File: src/rtl/fifo_arb_pkg.sv
// Shared definitions for the FIFO write arbiter.
// Contents:
//   arb_state_e  - arbiter FSM state encoding (IDLE / GRANT0 / GRANT1)
//   REQ0, REQ1   - requester index constants, as stored in the last-served register
//   grant_state  - maps a requester index to the state that grants it
package fifo_arb_pkg;

  typedef enum logic [1:0] {
    ST_IDLE   = 2'd0,
    ST_GRANT0 = 2'd1,
    ST_GRANT1 = 2'd2
  } arb_state_e;

  localparam logic REQ0 = 1'b0;
  localparam logic REQ1 = 1'b1;

  // State that hands the write port to requester idx.
  function automatic arb_state_e grant_state(input logic idx);
    arb_state_e st;
    if (idx == REQ1) st = ST_GRANT1;
    else             st = ST_GRANT0;
    return st;
  endfunction

endpackage

File: src/rtl/fifo_arb_beat_cnt.sv
// Accepted-beat statistics counter: CNT_W wide, wraps modulo 2^CNT_W.
// Ports:
//   clk   - clock
//   rst   - synchronous active-high reset, clears the count
//   en    - count one beat this cycle
//   count - current count
module fifo_arb_beat_cnt #(
  parameter int unsigned CNT_W = 16
) (
  input  logic             clk,
  input  logic             rst,
  input  logic             en,
  output logic [CNT_W-1:0] count
);

  // Free-running wrap on overflow.
  always_ff @(posedge clk) begin
    if (rst) begin
      count <= '0;
    end else if (en) begin
      count <= count + CNT_W'(1);
    end
  end

endmodule

File: src/rtl/fifo_wr_arbiter.sv
// Two-requester round-robin arbiter sharing one FIFO write port.
// A requester is granted for a burst of up to MAX_BURST beats; accepted
// beats pass combinationally to the FIFO write port. FIFO full stalls the
// burst in place, almost-full only blocks new grants.
// Optional feature macro: FIFO_WR_ARB_STATS_EN adds per-requester
// accepted-beat counters on o_cnt0 / o_cnt1.
// Ports:
//   i_clk, i_rst                  - clock, synchronous active-high reset
//   i_reqN_dv, i_reqN_data        - requester N beat offer
//   o_reqN_ready                  - requester N beat accepted when high with dv
//   o_wr_dv, o_wr_data            - FIFO write port
//   i_full, i_af_flag             - FIFO full / almost-full flags
//   o_grant                       - one-hot current grant, 00 when idle
//   o_cnt0, o_cnt1                - accepted-beat counts (stats build only)
module fifo_wr_arbiter
  import fifo_arb_pkg::*;
#(
  parameter int unsigned WIDTH     = 8,
  parameter int unsigned MAX_BURST = 4,
  parameter int unsigned CNT_W     = 16
) (
  input  logic             i_clk,
  input  logic             i_rst,
  input  logic             i_req0_dv,
  input  logic [WIDTH-1:0] i_req0_data,
  output logic             o_req0_ready,
  input  logic             i_req1_dv,
  input  logic [WIDTH-1:0] i_req1_data,
  output logic             o_req1_ready,
  output logic             o_wr_dv,
  output logic [WIDTH-1:0] o_wr_data,
  input  logic             i_full,
  input  logic             i_af_flag,
  output logic [1:0]       o_grant
`ifdef FIFO_WR_ARB_STATS_EN
  ,
  output logic [CNT_W-1:0] o_cnt0,
  output logic [CNT_W-1:0] o_cnt1
`endif
);

  localparam int unsigned BEAT_W = (MAX_BURST > 1) ? $clog2(MAX_BURST) : 1;
  localparam logic [BEAT_W-1:0] LAST_BEAT = BEAT_W'(MAX_BURST - 1);

  // Reject configurations outside the supported range at elaboration.
  if (MAX_BURST < 1 || MAX_BURST > 256 || CNT_W < 1 || WIDTH < 1) begin : g_bad_param
    $error("fifo_wr_arbiter: illegal parameter set");
  end

  arb_state_e        state;
  logic              last;
  logic [BEAT_W-1:0] beat;

  logic grant0;
  logic grant1;
  logic xfer0;
  logic xfer1;
  logic cur;
  logic cur_dv;
  logic other_dv;
  logic burst_done;
  logic release_now;
  logic pick0;

  assign grant0 = (state == ST_GRANT0);
  assign grant1 = (state == ST_GRANT1);

  // Ready is also killed by reset so nothing is written in the reset cycle.
  assign o_req0_ready = grant0 & ~i_full & ~i_rst;
  assign o_req1_ready = grant1 & ~i_full & ~i_rst;

  assign xfer0   = i_req0_dv & o_req0_ready;
  assign xfer1   = i_req1_dv & o_req1_ready;
  assign o_wr_dv = xfer0 | xfer1;

  // Data follows the grant, not the transfer; zero when nobody owns the port.
  always_comb begin
    o_wr_data = '0;
    if (grant0) begin
      o_wr_data = i_req0_data;
    end else if (grant1) begin
      o_wr_data = i_req1_data;
    end
  end

  assign o_grant = {grant1, grant0};

  // Current owner and the competing requester, valid while granted.
  assign cur      = grant1 ? REQ1 : REQ0;
  assign cur_dv   = grant1 ? i_req1_dv : i_req0_dv;
  assign other_dv = grant1 ? i_req0_dv : i_req1_dv;

  // Burst ends on its last beat or as soon as the owner stops offering data.
  assign burst_done  = o_wr_dv & (beat == LAST_BEAT);
  assign release_now = burst_done | ~cur_dv;

  // From IDLE: requester 0 wins when alone, or when both ask and 1 went last.
  assign pick0 = i_req0_dv & (~i_req1_dv | (last == REQ1));

  // Arbiter FSM with last-served and beat-counter registers.
  always_ff @(posedge i_clk) begin
    if (i_rst) begin
      state <= ST_IDLE;
      last  <= REQ1;
      beat  <= '0;
    end else begin
      unique case (state)
        ST_IDLE: begin
          if (!i_af_flag && (i_req0_dv || i_req1_dv)) begin
            state <= pick0 ? ST_GRANT0 : ST_GRANT1;
            beat  <= '0;
          end
        end
        ST_GRANT0, ST_GRANT1: begin
          if (release_now) begin
            last <= cur;
            // Hand straight over to the other side; never back to the owner.
            if (other_dv && !i_af_flag) begin
              state <= grant_state(~cur);
              beat  <= '0;
            end else begin
              state <= ST_IDLE;
            end
          end else if (o_wr_dv) begin
            beat <= beat + BEAT_W'(1);
          end
        end
        default: begin
          state <= ST_IDLE;
        end
      endcase
    end
  end

`ifdef FIFO_WR_ARB_STATS_EN
  fifo_arb_beat_cnt #(
    .CNT_W(CNT_W)
  ) u_cnt0 (
    .clk  (i_clk),
    .rst  (i_rst),
    .en   (xfer0),
    .count(o_cnt0)
  );

  fifo_arb_beat_cnt #(
    .CNT_W(CNT_W)
  ) u_cnt1 (
    .clk  (i_clk),
    .rst  (i_rst),
    .en   (xfer1),
    .count(o_cnt1)
  );
`endif

endmodule
File: config.mk
export PLATFORM = sky130hd
export DESIGN_NAME = fifo_wr_arbiter
export DESIGN_NICKNAME = d
export VERILOG_FILES = /design/src/rtl/fifo_arb_pkg.sv /design/src/rtl/fifo_arb_beat_cnt.sv /design/src/rtl/fifo_wr_arbiter.sv
export SDC_FILE = /design/constraint.sdc
export NUM_CORES = 1
export LEC_CHECK = 0
export CAP_MARGIN = 40
export CORE_UTILIZATION = 37
export CTS_BUF_LIST = sky130_fd_sc_hd__clkbuf_16
export DETAILED_ROUTE_END_ITERATION = 8
export PLACE_DENSITY = 0.78
export SETUP_SLACK_MARGIN = 0.1
export SYNTH_ARGS = -nofsm -noshare
export SYNTH_HDL_FRONTEND = slang
export SYNTH_SLANG_ARGS = --single-unit
File: constraint.sdc
create_clock -name i_clk -period 2.35 [get_ports i_clk]
set_input_delay 0.47 -clock i_clk [delete_from_list [all_inputs] [get_ports i_clk]]
set_output_delay 0.47 -clock i_clk [all_outputs]
set_load 0.05 [all_outputs]
### Word level (Yosys, flattened, before mapping)

Index checks and enable logic that the tools add are counted.

* output and inout port bits: 13
* input port bits: 22
* register bits after elaboration: 5

* muxes and demuxes: 16
* reductions and logical operators: 10
* add/subtract/negate cells: 1
* bitwise gates (word level): 15
* equality and inequality tests: 7

Operators by type and width (number)
* $mux 2: 9
* $mux 8: 2
* $and 1x1->1: 8
* $pmux 2 s2: 2
* $ne 3x3->1 const B: 2
* $eq 2x2->1 const B: 2
* $ne 2x2->1 const B: 2
* $not 1->1: 4
* $reduce_and 2->1: 2
* $reduce_and 4->1: 1
* $mux 1: 3
* $or 1x1->1: 3
* $add 2x1->2 const B: 1
* $eq 2x1->1 const B: 1
* $logic_and 1x1->1: 2
* $logic_not 2->1: 1
* $reduce_bool 2->1: 1
* $reduce_or 2->1: 1
* $logic_not 1->1: 1
* $logic_or 1x1->1: 1

### Logic depth before layout (Yosys ltp)

Gate-level depths: netlist (run 1).

* depth after elaboration: 9
* depth in mapped cells: 8
* depth with buffers taken out: 7

### Worst setup path before layout (run 1)

No wires, ideal clock.

* kind: reg-to-reg
* start: register state[0]
* end: register beat[0]
* stages on the path, launching flop included: 9
* arrival: 2.537 ns
* buffers on the path: 1
* path slack: -0.275 ns
* clock period less this slack: 2.625 ns
* path through: dfxtp_1 > inv_1 > ha_1 > buf_4 > a22oi_2 > nor3_1 > a32o_2 > a31oi_1 > nor4_2

* word-level cells in the longest chain between the ends: 9
* elaborated cells on any way between the ends: 24

Ends and longest elaborated chain
* start: declaration: RTL line fifo_wr_arbiter.sv:50 `arb_state_e state;`
* start signal: assignment: RTL line fifo_wr_arbiter.sv:110 `state <= pick0 ? ST_GRANT0 : ST_GRANT1;`
* start signal: assignment: RTL line fifo_wr_arbiter.sv:119 `state <= grant_state(~cur);`
* $eq 2x1->1 or $eq 2x2->1 (tied branches): RTL line fifo_wr_arbiter.sv:65, fifo_wr_arbiter.sv:66
* $and 1x1->1 (on tied branches) (2 in a row): RTL line fifo_wr_arbiter.sv:69, fifo_wr_arbiter.sv:70
* $and 1x1->1 (on tied branches): RTL line fifo_wr_arbiter.sv:72, fifo_wr_arbiter.sv:73
* $or 1x1->1 (*): RTL line fifo_wr_arbiter.sv:74 `assign o_wr_dv = xfer0 | xfer1;`
* named net o_wr_dv: RTL line fifo_wr_arbiter.sv:30 `output logic o_wr_dv,`
* $and 1x1->1: RTL line fifo_wr_arbiter.sv:94 `assign burst_done = o_wr_dv & (beat == LAST_BEAT);`
* $or 1x1->1: RTL line fifo_wr_arbiter.sv:95 `assign release_now = burst_done | ~cur_dv;`
* $ne 3x3->1 (no source line) or $mux 2 (tied branches)
* $reduce_and 4->1 (no source line) or $pmux 2 s2 (tied branches)
* end signal: assignment: RTL line fifo_wr_arbiter.sv:125 `beat <= beat + BEAT_W'(1);`
* end: declaration: RTL line fifo_wr_arbiter.sv:52 `logic [BEAT_W-1:0] beat;`

The timed path passes the listed nets; every way through them passes the cells marked *.
A chain may end at the register's enable or synchronous reset.

### Worst setup path in the final report (run 1)

* start: input port i_req1_dv
* end: output port o_wr_dv

* word-level cells in the longest chain between the ends: 2

Ends and longest elaborated chain
* start: declaration: RTL line fifo_wr_arbiter.sv:27 `input logic i_req1_dv,`
* $and 1x1->1: RTL line fifo_wr_arbiter.sv:73 `assign xfer1 = i_req1_dv & o_req1_ready;`
* $or 1x1->1: RTL line fifo_wr_arbiter.sv:74
* end: declaration: RTL line fifo_wr_arbiter.sv:30

No other way between the ends.

==> results of run 1 <==
==> sequential cells by signal (all words and copies together) (netlist names) <==
| name | flops |
|---|---|
| beat | 2 |
| state | 2 |
| last | 1 |
==> report_power, final <==
| group | switching [uW] | internal, uW | total, uW |
|---|---|---|---|
| clock | 50.0 | 220 | 270 |
| combinational | 402 | 347 | 749 |
| sequential | 15.3 | 101 | 116 |
==> critical path, delay by kind of cell <==
family	cells	cell delay, ns
buf+inv	2	0.83
compound gates	1	0.11
simple gates	1	0.25
==> per-stage QoR <==
step	util (%)	std cells	cell area, sq um
floorplan	-	75	615.6
global placement	68.97	119	1051
detailed placement	68.97	119	1051
CTS	74.63	123	1137
global route	74.79	123	1140
finish	74.79	123	1140
==> cells by family (layout without fill, tap and decap cells) <==
logic type               Yosys count  after routing  share of synthesized area (%)
AND/OR/NAND/NOR                   22             22                          21.31
adder cells (fa/ha/maj)            5              5                          10.25
flip-flops                         5              5                          16.39
buffers and inverters             14             46                          11.06
multiplexers                       5              5                          8.402
AO/OA/AOI/OAI                     24             24                          32.58
==> final cells by class <==
class	count	area, sq um	share of cell area (%)
clock inverters	1	3.754	0.3293
flip-flops and latches	5	100.1	8.782
clock buffers	3	75.07	6.586
repair buffers	36	460.4	40.40
well taps	16	20.02	1.756
inverters	6	22.52	1.976
multi-input cells	56	457.9	40.18
==> per-layer routing <==
metal	track usage, %	share of wire, %	wire length (um)
met1	23.18	42	704
met2	32.42	48	802
met3	6.466	8.6	143
met4	8.125	1.1	18
met5	0	0	0
==> cells in the final DEF, fill, tap and decap left out, types with 2 or more instances in the layout <==
| cell | n |
|---|---|
| a21oi_1 | 2 |
| a22o_1 | 8 |
| and2_1 | 2 |
| buf_12 | 11 |
| buf_4 | 4 |
| clkbuf_16 | 3 |
| clkdlybuf4s50_1 | 21 |
| dfxtp_1 | 5 |
| ha_1 | 4 |
| inv_1 | 6 |
| mux2i_1 | 4 |
| nand2_1 | 2 |
| nand2b_1 | 5 |
| nor2_1 | 4 |
| nor2b_1 | 2 |
| o21ai_0 | 3 |
==> worst min path at each step <==
stage,start,to,slack [ns],depth (start not counted)
global route,beat[1],beat[1],0.54,2
floorplan,last,last,0.46,2
CTS,beat[1],beat[1],0.53,2
detailed placement,last,last,0.49,2
finish,beat[1],beat[1],0.53,2
global placement,last,last,0.49,2
==> flow_summary.yaml, run 1 <==
outcome:
  outcome: "completed"
yosys:
  synth-edff-count: 0
  synth_top_area_share_pct: 16.39
  async_reset_ff_share_pct: 0
  ys_ff_latch: 5
  synth_top_area_cell: "dfxtp_1"
  synth_cells: 75
  ys_types: 33
  syn_area_sq_um: 610.6
  synth_area_per_cell_sq_um: 8.141
  yosysWarnings: 0
  synth_commonest_cells: "a22o_1, dfxtp_1, ha_1, inv_1, nand2b_1"
  synth.most_common_cell: "a22o_1"
  ys_seq_area_share_pct: 16.39
  synthFlopType: "dfxtp_1"
  synthesis.nets: 102
  synth_top_cells_by_area: "dfxtp_1, a22o_1, ha_1"
drt:
  drc: 0
  antenna_left: 0
  via_per_inst: 5.683
  routed_wl_um: 1667
  vias: 699
  firstDrtPassIters: 4
  avgRoutedWirePerCell_um: 13.55
  first_iter_violations: 11
timing:
  hold_viol: 0
  worst_pin_slew_ns: 0.3743
  slew_headroom_pct: 74.78
  rsz0062_at_grt: "false"
  period_share_pct: 90.82
  clock_skew_ns: 0.0001932
  worst_slack_ns: 0.2156
  min_period_ns: 2.134
  fmax_mhz: 468.5
  hold-worst-slack_ns: 0.5298
  slew_viol_final: 0
  setup_violations: 0
  tns_ns: 0
clock_tree:
  clk_path_buf_depth: 2
  htreeDepth: 1
  numCtsBuffers: 3
  post-cts-setup-buffers: 0
  tritoncts: "done"
  cts_hold_buffers: 0
  cts_sinks: 5
  clkSlewWorstSetupHoldPaths_ns: 0.03
  cts_root_buf: "clkbuf_16"
  cts_resized: 2
  insertion_delay_ns: 0.22
grt:
  grt_max_degree: 13
  grt_pass1_vias: 661
  antenna_found_initial: 0
  grt_first_pass_wirelength_um: 2780
  grtUsageTotal_pct: 19.72
  grt.overflow.total: 0
worst_setup_path:
  reg2reg_from: "state[0]"
  startpoint_type: "input port"
  reg2reg_depth: 8
  rrSetupSlack_ns: 0.40
  crit_path_end: "o_wr_dv"
  worstPathCellList: "clkdlybuf4s50_1 > a22oi_2 > nor3_2 > buf_12"
  critPathKind: "in2out"
  slowest_delay_ns: 0.65
  end_kind: "primary output"
  crit_arrival_ns: 1.66
  required_ns: 1.88
  cp_slowest_cell: "clkdlybuf4s50_1"
  crit_start: "i_req1_dv"
  crit_fanout: 10
  reg2reg_to: "state[0]"
die:
  rows: 14
  dieArea_sq_um: 1817
  ios: 35
  die_h_um: 42.63
  die_w_um: 42.63
  initial_core_util_pct: 40.07
  core_area_sq_um: 1524
power:
  power_density_nw_per_um2: 995.8
  leakage_uw: 0.0004700
  power_uw: 1135
  vdd_drop_max_mv: 0.7436
cells_and_area:
  fin_nets: 135
  fillerInstances: 99
  diodes: 0
  drive_gt1_share_pct: 24.30
  synthToLayoutAreaGrowth_pct: 86.68
placement:
  routabilityCongestion: 0.8979
  hpwl_um: 1321
  dp_slack_ns: 0.1536
  io_buffers: 34
hold_path:
  hp-class: "reg2reg"
flow_run:
  maxCapViolCount: 0
No activity file was read; power rests on OpenSTA's default activity.
==> inputs of run 2 (changes only) <==
--- a/config.mk
+++ b/config.mk
@@ -6,6 +6,7 @@
 export NUM_CORES = 1
 export LEC_CHECK = 0
 export CAP_MARGIN = 40
+export CORE_MARGIN = 2
 export CORE_UTILIZATION = 37
 export CTS_BUF_LIST = sky130_fd_sc_hd__clkbuf_16
 export DETAILED_ROUTE_END_ITERATION = 8
==> flow_summary.yaml, run 2 (synthesized netlist as in run 1, its figures left out) <==
cells_and_area:
  drive_gt1_share_pct: 23.85
  layout_common_cells: "clkdlybuf4s50_1, buf_12, a22o_1"
  fillerInstances: 110
  largest_registers: "beat x2, state x2, last x1"
  synthToLayoutAreaGrowth_pct: 87.50
  fin_nets: 137
  final_common_cell: "clkdlybuf4s50_1"
  fin_cells: 125
  multi_input_area_sq_um: 447.9
  diodes: 0
  seq_area_sq_um: 100.1
power:
  leakage_uw: 0.0004806
  vdd_drop_max_mv: 0.7333
  power_density_nw_per_um2: 987.3
worst_setup_path:
  critPathKind: "in2out"
  cp_slowest_cell: "clkdlybuf4s50_1"
  crit_fanout: 10
  required_ns: 1.88
  startpoint_type: "input port"
  slowest_delay_ns: 0.68
  worstPathCellList: "clkdlybuf4s50_1 > a22oi_2 > nor3_2 > buf_12"
  end_kind: "primary output"
  crit_arrival_ns: 1.71
  rrSetupSlack_ns: 0.51
drt:
  wl_met2_um: 800
  first_iter_violations: 14
  route.top_layer_used: "met4"
  drc: 0
  via_per_inst: 5.360
  vias: 670
  wl_met3_um: 199
  wl_met1_um: 684
  routed_wl_um: 1694
  firstDrtPassIters: 3
  avgRoutedWirePerCell_um: 13.55
  antenna_left: 0
timing:
  worst_pin_slew_ns: 0.3593
  fmax_mhz: 459.6
  hold_viol: 0
  slew_viol_final: 0
  hold-worst-slack_ns: 0.5261
  clock_skew_ns: 0.0001479
  worst_slack_ns: 0.1744
  slew_headroom_pct: 75.79
  min_period_ns: 2.176
  rsz0062_at_grt: "false"
  tns_ns: 0
  period_share_pct: 92.58
  setup_violations: 0
clock_tree:
  post-cts-setup-buffers: 0
  tritoncts: "done"
  cts_hold_buffers: 0
  cts_resized: 0
  clk_path_buf_depth: 2
  clkSlewWorstSetupHoldPaths_ns: 0.03
  cts_sinks: 5
  htreeDepth: 1
  insertion_delay_ns: 0.22
  numCtsBuffers: 3
  cts_root_buf: "clkbuf_16"
placement:
  io_buffers: 34
  hpwl_um: 1354
  routabilityCongestion: 0.8956
  dp_slack_ns: 0.1460
  place_inst: 121
grt:
  grt_max_degree: 12
  antenna_found_initial: 0
  grt_pass1_vias: 673
  grtUsageTotal_pct: 19.33
  grt.overflow.total: 0
  grt_first_pass_wirelength_um: 2884
die:
  ios: 35
  dieArea_sq_um: 1991
  die_h_um: 44.63
  core_area_sq_um: 1524
  die_w_um: 44.63
  initial_core_util_pct: 40.07
  rows: 14
outcome:
  outcome: "completed"
hold_path:
  hp-class: "reg2reg"
flow_run:
  maxCapViolCount: 0
-- run 2: cell types whose count changed in the layout (fill, tap and decap cells not counted) --
cell	delta
nor2b_4	-1
nor2b_1	+1
ha_2	-1
buf_4	+2
ha_1	+1
-- run 2: per-layer routing --
metal	up-vias	track usage [%]
met1	293	22.20
met2	30	33.04
met3	2	5.714
met5	-	0
met4	0	7.879
li1	345	-
-- run 2: final cells by class --
cell class | count | share of cell area, %
inverter | 6 | 1.967
multi-input combinational | 56 | 39.13
sequential | 5 | 8.743
clock buffer | 3 | 6.557
clock inverter | 1 | 0.3279
tap | 16 | 1.749
timing repair buffer | 38 | 41.53
-- run 2: worst paths after layout --
check	from	endpoint	cells after the start
hold reg to reg	last	last	2
setup / recovery	i_req1_dv	o_wr_dv	4
setup reg to reg	state[0]	last	8
hold / removal	last	last	2
-- run 2: critical path: cells and delay by family --
kind                   cells  cell delay (ns)
buffers and inverters      2             0.86
AND/OR/NAND/NOR            1             0.25
AO/OA/AOI/OAI              1             0.12
-- run 2: where the power goes --
part | total (uW) | internal (uW) | switching (uW)
registers | 115 | 101 | 13.8
logic | 746 | 349 | 396
clock network | 270 | 220 | 50.0
total | 1130 | 670 | 460
-- run 2: through the flow --
step	utilization (%)	total power [uW]	instance area [sq um]
floorplan	-	577.9	615.6
detailed placement	69.95	864.6	1066
finish	75.12	1130	1145
global route	75.12	1200	1145
CTS	75.12	1143	1145
global placement	69.95	856.2	1066
==> inputs of run 3 (changes only) <==
--- a/config.mk
+++ b/config.mk
@@ -14,4 +14,5 @@
 export SETUP_SLACK_MARGIN = 0.1
 export SYNTH_ARGS = -nofsm -noshare
 export SYNTH_HDL_FRONTEND = slang
+export SYNTH_HIERARCHICAL = 1
 export SYNTH_SLANG_ARGS = --single-unit
==> results of run 3 <==
Same layout as run 2: the final DEF is identical, and so are final timing and power.
Among the figures that moved: Yosys warning count 0 -> 6
